`config.mk`:
```
export PLATFORM = sky130hd
export DESIGN_NAME = seq_div_8
export DESIGN_NICKNAME = d
export VERILOG_FILES = /design/src/rtl/seq_div_8.sv
export SDC_FILE = /design/constraint.sdc
export NUM_CORES = 1
export LEC_CHECK = 0
export ABC_AREA = 1
export BUFFER_PORTS_ARGS = -buffer_cell sky130_fd_sc_hd__buf_2
export CAP_MARGIN = 20
export CORE_ASPECT_RATIO = 0.6
export CORE_UTILIZATION = 61
export DETAILED_ROUTE_END_ITERATION = 10
export PLACE_DENSITY = 0.95
export SETUP_SLACK_MARGIN = 0.4
export SYNTH_ARGS = -nofsm -noshare
export SYNTH_HDL_FRONTEND = slang
export SYNTH_SLANG_ARGS = --single-unit
```
`constraint.sdc`:
```
create_clock -name clk -period 5.5 [get_ports clk]
set_input_delay 0.275 -clock clk [delete_from_list [all_inputs] [get_ports clk]]
set_output_delay 0.275 -clock clk [all_outputs]
set_load 0.05 [all_outputs]
```
`src/rtl/seq_div_8.sv`:
```
// seq_div_8: iterative restoring unsigned divider with valid/ready request and response ports
// Ports: clk, rst (async, active-high); in_valid/in_ready with dividend/divisor sampled on accept;
//        out_valid/out_ready with quotient/remainder/div_by_zero; busy high while CALC or DONE.
module seq_div_8 #(
    parameter int WIDTH = 8
) (
    input  logic             clk,
    input  logic             rst,
    input  logic             in_valid,
    output logic             in_ready,
    input  logic [WIDTH-1:0] dividend,
    input  logic [WIDTH-1:0] divisor,
    output logic             out_valid,
    input  logic             out_ready,
    output logic [WIDTH-1:0] quotient,
    output logic [WIDTH-1:0] remainder,
    output logic             div_by_zero,
    output logic             busy
);
    localparam int CW = $clog2(WIDTH);
    typedef enum logic [1:0] {IDLE, CALC, DONE} state_t;
    state_t state, state_nx;
    logic [WIDTH-1:0] a, r, d, a_nx, r_nx, t;
    logic [WIDTH:0] rs;
    logic [CW-1:0] count;
    logic c_low, carry, accept, last, handoff;
    always_comb begin
        rs = {r, a[WIDTH-1]};
        // A set top bit of rs already exceeds any divisor, so only the low bits need the trial subtract
        {c_low, t} = {1'b0, rs[WIDTH-1:0]} + {1'b0, ~d} + {{WIDTH{1'b0}}, 1'b1};
        carry = rs[WIDTH] | c_low;
        a_nx = {a[WIDTH-2:0], carry};
        r_nx = carry ? t : rs[WIDTH-1:0];
        in_ready = state == IDLE;
        busy = state != IDLE;
        accept = in_valid & in_ready;
        last = count == CW'(WIDTH - 1);
        handoff = out_valid & out_ready;
        state_nx = state;
        case (state)
            IDLE: state_nx = accept ? (divisor == '0 ? DONE : CALC) : IDLE;
            CALC: state_nx = last ? DONE : CALC;
            DONE: state_nx = handoff ? IDLE : DONE;
            default: state_nx = IDLE;
        endcase
    end
    always_ff @(posedge clk or posedge rst) begin
        if (rst) begin
            state <= IDLE;
            count <= '0;
            a <= '0;
            r <= '0;
            d <= '0;
            quotient <= '0;
            remainder <= '0;
            div_by_zero <= 1'b0;
            out_valid <= 1'b0;
        end else begin
            state <= state_nx;
            // Result is published one edge after entering DONE
            out_valid <= state == DONE && !handoff;
            if (accept) begin
                d <= divisor;
                a <= dividend;
                r <= '0;
                count <= '0;
                div_by_zero <= divisor == '0;
                if (divisor == '0) begin
                    quotient <= '1;
                    remainder <= dividend;
                end
            end else if (state == CALC) begin
                a <= a_nx;
                r <= r_nx;
                count <= count + 1'b1;
                if (last) begin
                    quotient <= a_nx;
                    remainder <= r_nx;
                end
            end
        end
    end
endmodule
```
==> results of run 1 <==
## layout by cell type, fill, tap and decap left out, types with 2 or more instances in the layout
master    Yosys  layout
nand2_1      89      89
inv_1        52      51
dfrtp_1      47      47
buf_2         5      39
nand3_1      29      29
nor2_1       20      20
o21ai_0      10      10
ha_1         10      10
a21oi_1       8       8
a221o_1       5       5
clkbuf_8      0       5
nor2_4        4       4
nand2_2       4       4
or2_2         4       4
nand4_1       4       4
inv_2         2       3
o21bai_1      3       3
o211ai_1      3       3
nand2_4       2       2
a22o_1        2       2
or2_0         2       2
xor2_1        2       2
o221ai_1      2       2
## metrics by stage
step / std cells / utilization (%)
2_1_floorplan: 325 / -
3_3_place_gp: 413 / 68.3
3_5_place_dp: 413 / 68.3
4_1_cts: 419 / 70.2
5_1_grt: 419 / 70.2
6_report: 419 / 70.2
## metal layers
layer  up-vias  share of wire [%]  track usage (%)  routed length [um]
li1       1089                  -                -                   -
met1      1089                 46             41.8                2740
met2        96                 45             47.2                2680
met3        10                7.2             6.14                 425
met4         0                1.3             11.1                  78
met5         -                  0                0                   0
## final timing paths
kind                       startpoint            to  slack [ns]  cells past startpoint
max                              a[7]  remainder[6]        3.37                     14
min                         out_ready     out_valid        0.14                      2
max reg2reg                      a[7]  remainder[6]        3.37                     14
min reg2reg                 out_valid     out_valid        0.45                      1
max in group asynchronous         rst          d[4]        4.72                      2
min in group asynchronous         rst      count[2]        0.17                      2
## logic make-up (layout without fill, tap and decap cells)
logic type	after synthesis	in the layout	share of synthesized area, %
buffers and inverters	67	101	10.9
flip-flops	47	47	44.9
AO/OA/AOI/OAI	36	36	9.08
adder cells (fa/ha/maj)	11	11	5.54
XOR/XNOR	3	3	1.00
AND/OR/NAND/NOR	161	161	28.5
## registers in the layout, indices dropped and copies added, names as in the netlist
| signal | flops |
|---|---|
| a | 8 |
| d | 8 |
| quotient | 8 |
| r | 8 |
| remainder | 8 |
| count | 3 |
| state | 2 |
| div_by_zero | 1 |
| out_valid | 1 |
## worst max-delay path, cell delays in order, from the launching register on
cell     delay (ns)
dfrtp_1        0.40
inv_1          0.08
ha_1           0.14
inv_1          0.06
fa_1           0.41
nand2_1        0.10
nand2_1        0.09
nand3_2        0.09
nand2_2        0.08
nand2_2        0.21
nor2_4         0.07
nand2_1        0.10
nand3_1        0.11
nand2_1        0.07
inv_1          0.03
## area by class of cell
class	count	area share, %
flip-flops and latches	47	40.7
multi-input cells	211	40.0
inverters	56	7.36
repair buffers	39	6.75
well taps	60	2.60
clock buffers	5	2.38
clock inverters	1	0.260
==> impl_metrics.yaml, run 1 <==
sta:
  fmax_mhz: 469
  fin_crit_sh_pct: 38.8
  worst_hold_slack_ns: 0.144
  finalSetupViolCount: 0
  hold_viol: 0
  maxSlewViolCount: 0
  rsz0062_at_grt: "no"
  period_needed_ns: 2.13
  setup_ws_ns: 3.37
  clock_skew_ns: 0.00814
  tns_ns: 0
  worst_slew_pin_slew_ns: 0.952
  maxSlewHeadroom_pct: 36.5
place:
  hpwl_um: 4280
  dp_slack_ns: 3.41
  port-buffer-count: 39
  dpl_cell_area_sq_mm: 0.00282
  gp_congestion: 0.926
cells_and_area:
  seqCellArea_sq_mm: 0.00118
  final_area_sq_mm: 0.00289
  drive_gt1_share_pct: 18.1
  nNetsFinal: 391
  n_antenna_cell: 0
  multi_input_area_sq_mm: 0.00116
  area.growth.synth_to_final_pct: 10.4
  fill_cells: 323
yosys:
  async_flop_share_pct: 100
  synth-edff-count: 0
  synth_top_flop_cell: "dfrtp_1"
  synth-seq-cells: 47
  ys_seq_area_share_pct: 44.9
  syn_nets: 356
  synth_warnings: 0
  synth_most_common_cell: "nand2_1"
  synthCells: 325
  yosysUniqueCellTypes: 36
  synth_area_leaders: "dfrtp_1 (45%), nand2_1 (13%), inv_1 (7.5%), nand3_1 (5.5%), ha_1 (4.8%)"
  synth_area_per_cell_sq_um: 8.06
  synth_common_cells: "nand2_1 (89), inv_1 (52), dfrtp_1 (47), nand3_1 (29), nor2_1 (20)"
  syn_area_sq_mm: 0.00262
  synth_area_leader_cell: "dfrtp_1"
  netlist.area_leader.share_pct: 44.9
clocking:
  htree_levels: 2
  cts_root_buffer: "clkbuf_8"
  cts.sinks: 47
  cts_hold_buffers: 0
  cts_tree: "done"
  post_cts_buffers: 0
  clk_latency_ns: 0.31
  clk_pin_slew_worst_paths_ns: 0.09
  clock_path_buffers: 2
  cts_resized: 0
  cts_inserted_buffers: 5
floorplan:
  dieArea_sq_mm: 0.00457
  ios: 40
  core_sq_mm: 0.00412
  dieWidth_um: 86.6
  die_height_um: 52.8
  num_rows: 18
  start_util_pct: 63.5
routing:
  via_count: 2284
  post_drt_wl_per_cell_um: 14.1
  drc: 0
  drt-pass1-iter-count: 5
  drt_wl_total_um: 5930
  detail_route.iter0.violations: 202
  antenna_left: 0
  viasPerCell: 5.45
min_path:
  hold_class: "in2reg"
worst_setup_path:
  required_ns: 5.71
  arrival_ns: 2.34
  cp-start-kind: "register"
  cp_max_fo: 11
  critPathKind: "reg2reg"
  critPathCaptureType: "register"
grt:
  grt.overflow.total: 0
  grt_pass1_vias: 2172
  grt_first_pass_wirelength_um: 10100
  antenna_found_initial: 0
  grt_usage_pct: 30.1
  grt_max_degree: 48
outcome:
  status: "completed"
run:
  max_cap_viol_count: 0
Power of run 1 is left out: the tool's default activity adds up to more than one toggle a clock period on the data nets, which glitch-free logic cannot reach.
==> inputs of run 2 (changes only) <==
--- a/config.mk
+++ b/config.mk
@@ -5,13 +5,13 @@
 export SDC_FILE = /design/constraint.sdc
 export NUM_CORES = 1
 export LEC_CHECK = 0
-export ABC_AREA = 1
+export ABC_AREA = 0
 export BUFFER_PORTS_ARGS = -buffer_cell sky130_fd_sc_hd__buf_2
 export CAP_MARGIN = 20
 export CORE_ASPECT_RATIO = 0.6
-export CORE_UTILIZATION = 61
+export CORE_UTILIZATION = 51
 export DETAILED_ROUTE_END_ITERATION = 10
-export PLACE_DENSITY = 0.95
+export PLACE_DENSITY = 0.86
 export SETUP_SLACK_MARGIN = 0.4
 export SYNTH_ARGS = -nofsm -noshare
 export SYNTH_HDL_FRONTEND = slang
==> constraint.sdc (replaced) <==
create_clock -name clk -period 1.8 [get_ports clk]
set_input_delay 0.09 -clock clk [delete_from_list [all_inputs] [get_ports clk]]
set_output_delay 0.09 -clock clk [all_outputs]
set_load 0.05 [all_outputs]
==> impl_metrics.yaml, run 2 <==
routing:
  drt_wl_total_um: 6950
  post_drt_wl_per_cell_um: 17.4
  viasPerCell: 5.81
  antenna_left: 0
  via_count: 2320
  drt-pass1-iter-count: 5
  drc: 0
  detail_route.iter0.violations: 153
sta:
  clock_skew_ns: 0.0123
  worst_hold_slack_ns: 0.0112
  rsz0062_at_grt: "yes"
  period_needed_ns: 2.18
  maxSlewViolCount: 0
  fin_crit_sh_pct: 121
  fmax_mhz: 458
  hold_viol: 0
  worst_slew_pin_slew_ns: 0.650
  maxSlewHeadroom_pct: 56.7
  finalSetupViolCount: 18
  setup_ws_ns: -0.383
yosys:
  async_flop_share_pct: 100
  yosysUniqueCellTypes: 46
  syn_nets: 294
  synthCells: 263
  synth-seq-cells: 47
  synth_area_leader_cell: "dfrtp_1"
  synth_area_leaders: "dfrtp_1 (48%), nand2_1 (8.2%), ha_1 (5.1%), nor2_1 (3.5%), nand3_1 (3.2%)"
  ys_seq_area_share_pct: 47.6
  synth_common_cells: "nand2_1 (54), dfrtp_1 (47), nor2_1 (23), nand3_1 (16), a21oi_1 (14)"
  synth_most_common_cell: "nand2_1"
  synth_warnings: 0
  syn_area_sq_mm: 0.00247
  synth_area_per_cell_sq_um: 9.40
  synth-edff-count: 0
  synth_top_flop_cell: "dfrtp_1"
  netlist.area_leader.share_pct: 47.6
floorplan:
  ios: 40
  die_height_um: 55.9
  start_util_pct: 53.6
  dieArea_sq_mm: 0.00514
  dieWidth_um: 91.9
  core_sq_mm: 0.00461
  num_rows: 19
grt:
  grt_first_pass_wirelength_um: 11000
  grt_max_degree: 48
  grt.overflow.total: 0
  antenna_found_initial: 0
  grt_usage_pct: 28.1
  grt_pass1_vias: 2253
place:
  dp_slack_ns: -0.379
  hpwl_um: 4610
  gp_congestion: 0.872
  port-buffer-count: 39
clocking:
  clock_path_buffers: 2
  cts_root_buffer: "clkbuf_8"
  cts_tree: "done"
  clk_pin_slew_worst_paths_ns: 0.09
  htree_levels: 2
  cts.sinks: 47
  cts_inserted_buffers: 5
  clk_latency_ns: 0.32
worst_setup_path:
  arrival_ns: 2.40
  critPathKind: "reg2reg"
  critPathCaptureType: "register"
  worstRegToRegCells: 9
  cp_max_fo: 5
  timing.rr.start: "a[7]"
  cp-startpoint: "a[7]"
  required_ns: 2.02
  cp-start-kind: "register"
  reg2reg_setup_slack_ns: -0.38
  endpoint: "r[4]"
  reg2reg_to: "r[4]"
cells_and_area:
  n_antenna_cell: 0
  drive_gt1_share_pct: 36.9
  nNetsFinal: 366
  layout_common_cells: "nand2_1 (54), dfrtp_1 (45), buf_2 (37)"
  layout_commonest_cell: "nand2_1"
  area.growth.synth_to_final_pct: 34.0
min_path:
  hold_class: "in2reg"
outcome:
  failed_checks: "negative setup slack"
  status: "finished, violations left"
run:
  max_cap_viol_count: 0
run 2: through the flow:
step / setup TNS (ns) / util (%) / instances / cell area (sq um)
after floorplan: -3.18 / - / 263 / 2550
after global placement: -4.14 / 63.4 / 378 / 2920
after detailed placement: -5.90 / 63.4 / 378 / 2920
after CTS: -5.11 / 69.2 / 394 / 3190
after global routing: -6.91 / 71.8 / 399 / 3310
final: -5.75 / 71.8 / 399 / 3310
run 2: per-layer routing:
| metal | track usage, % | vias to the layer above | wire length (um) |
|---|---|---|---|
| met2 | 41.9 | 125 | 3110 |
| met5 | 0 | - | 0 |
| met3 | 7.51 | 24 | 642 |
| met1 | 39.7 | 1105 | 3000 |
| met4 | 10.3 | 0 | 197 |
| li1 | - | 1066 | - |
run 2: critical path, cell delays in order, from the launching register on:
cell and delay, ns:
dfrtp_1 0.41, inv_2 0.08, ha_4 0.14, inv_2 0.04, fa_2 0.37, a211oi_2 0.28
o31a_4 0.24, o2bb2ai_4 0.19, nand3_2 0.12, a31oi_1 0.23
run 2: worst min-delay path by stage:
stage | start | endpoint | cells past startpoint
6_report | divisor[4] | d[4] | 3
5_1_grt | divisor[7] | d[7] | 3
4_1_cts | divisor[4] | d[4] | 3
3_5_place_dp | rst | quotient[2] | 3
3_3_place_gp | rst | quotient[2] | 3
2_1_floorplan | divisor[0] | d[0] | 2
run 2: cell type report:
| cell class | instances | area (sq um) |
|---|---|---|
| Clock buffer | 5 | 68.8 |
| Clock inverter | 3 | 47.5 |
| Fill cell | 336 | 1300 |
| Inverter | 11 | 41.3 |
| Multi-Input combinational cell | 197 | 1360 |
| Sequential cell | 47 | 1180 |
| Tap cell | 63 | 78.8 |
| Timing Repair Buffer | 73 | 538 |
run 2: kinds of logic (layout without fill, tap and decap cells):
family | count (synthesis) | in the layout | share of synthesized area (%)
xor+xnor | 4 | 4 | 1.42
fa+ha+maj | 11 | 11 | 5.87
flops | 47 | 47 | 47.6
compound gates | 63 | 64 | 18.5
mux | 2 | 2 | 0.810
buf+inv | 22 | 92 | 3.85
simple gates | 114 | 116 | 21.9
run 2: what timing repair did:
item	in CTS	in global routing
resized for setup	24	17
endpoints found under the hold margin	47	0
hold buffers	1	0
cloned	2	2
pin swaps	13	13
setup buffers	5	3
setup endpoints to repair	37	35
Power of run 2 is left out for the same reason.
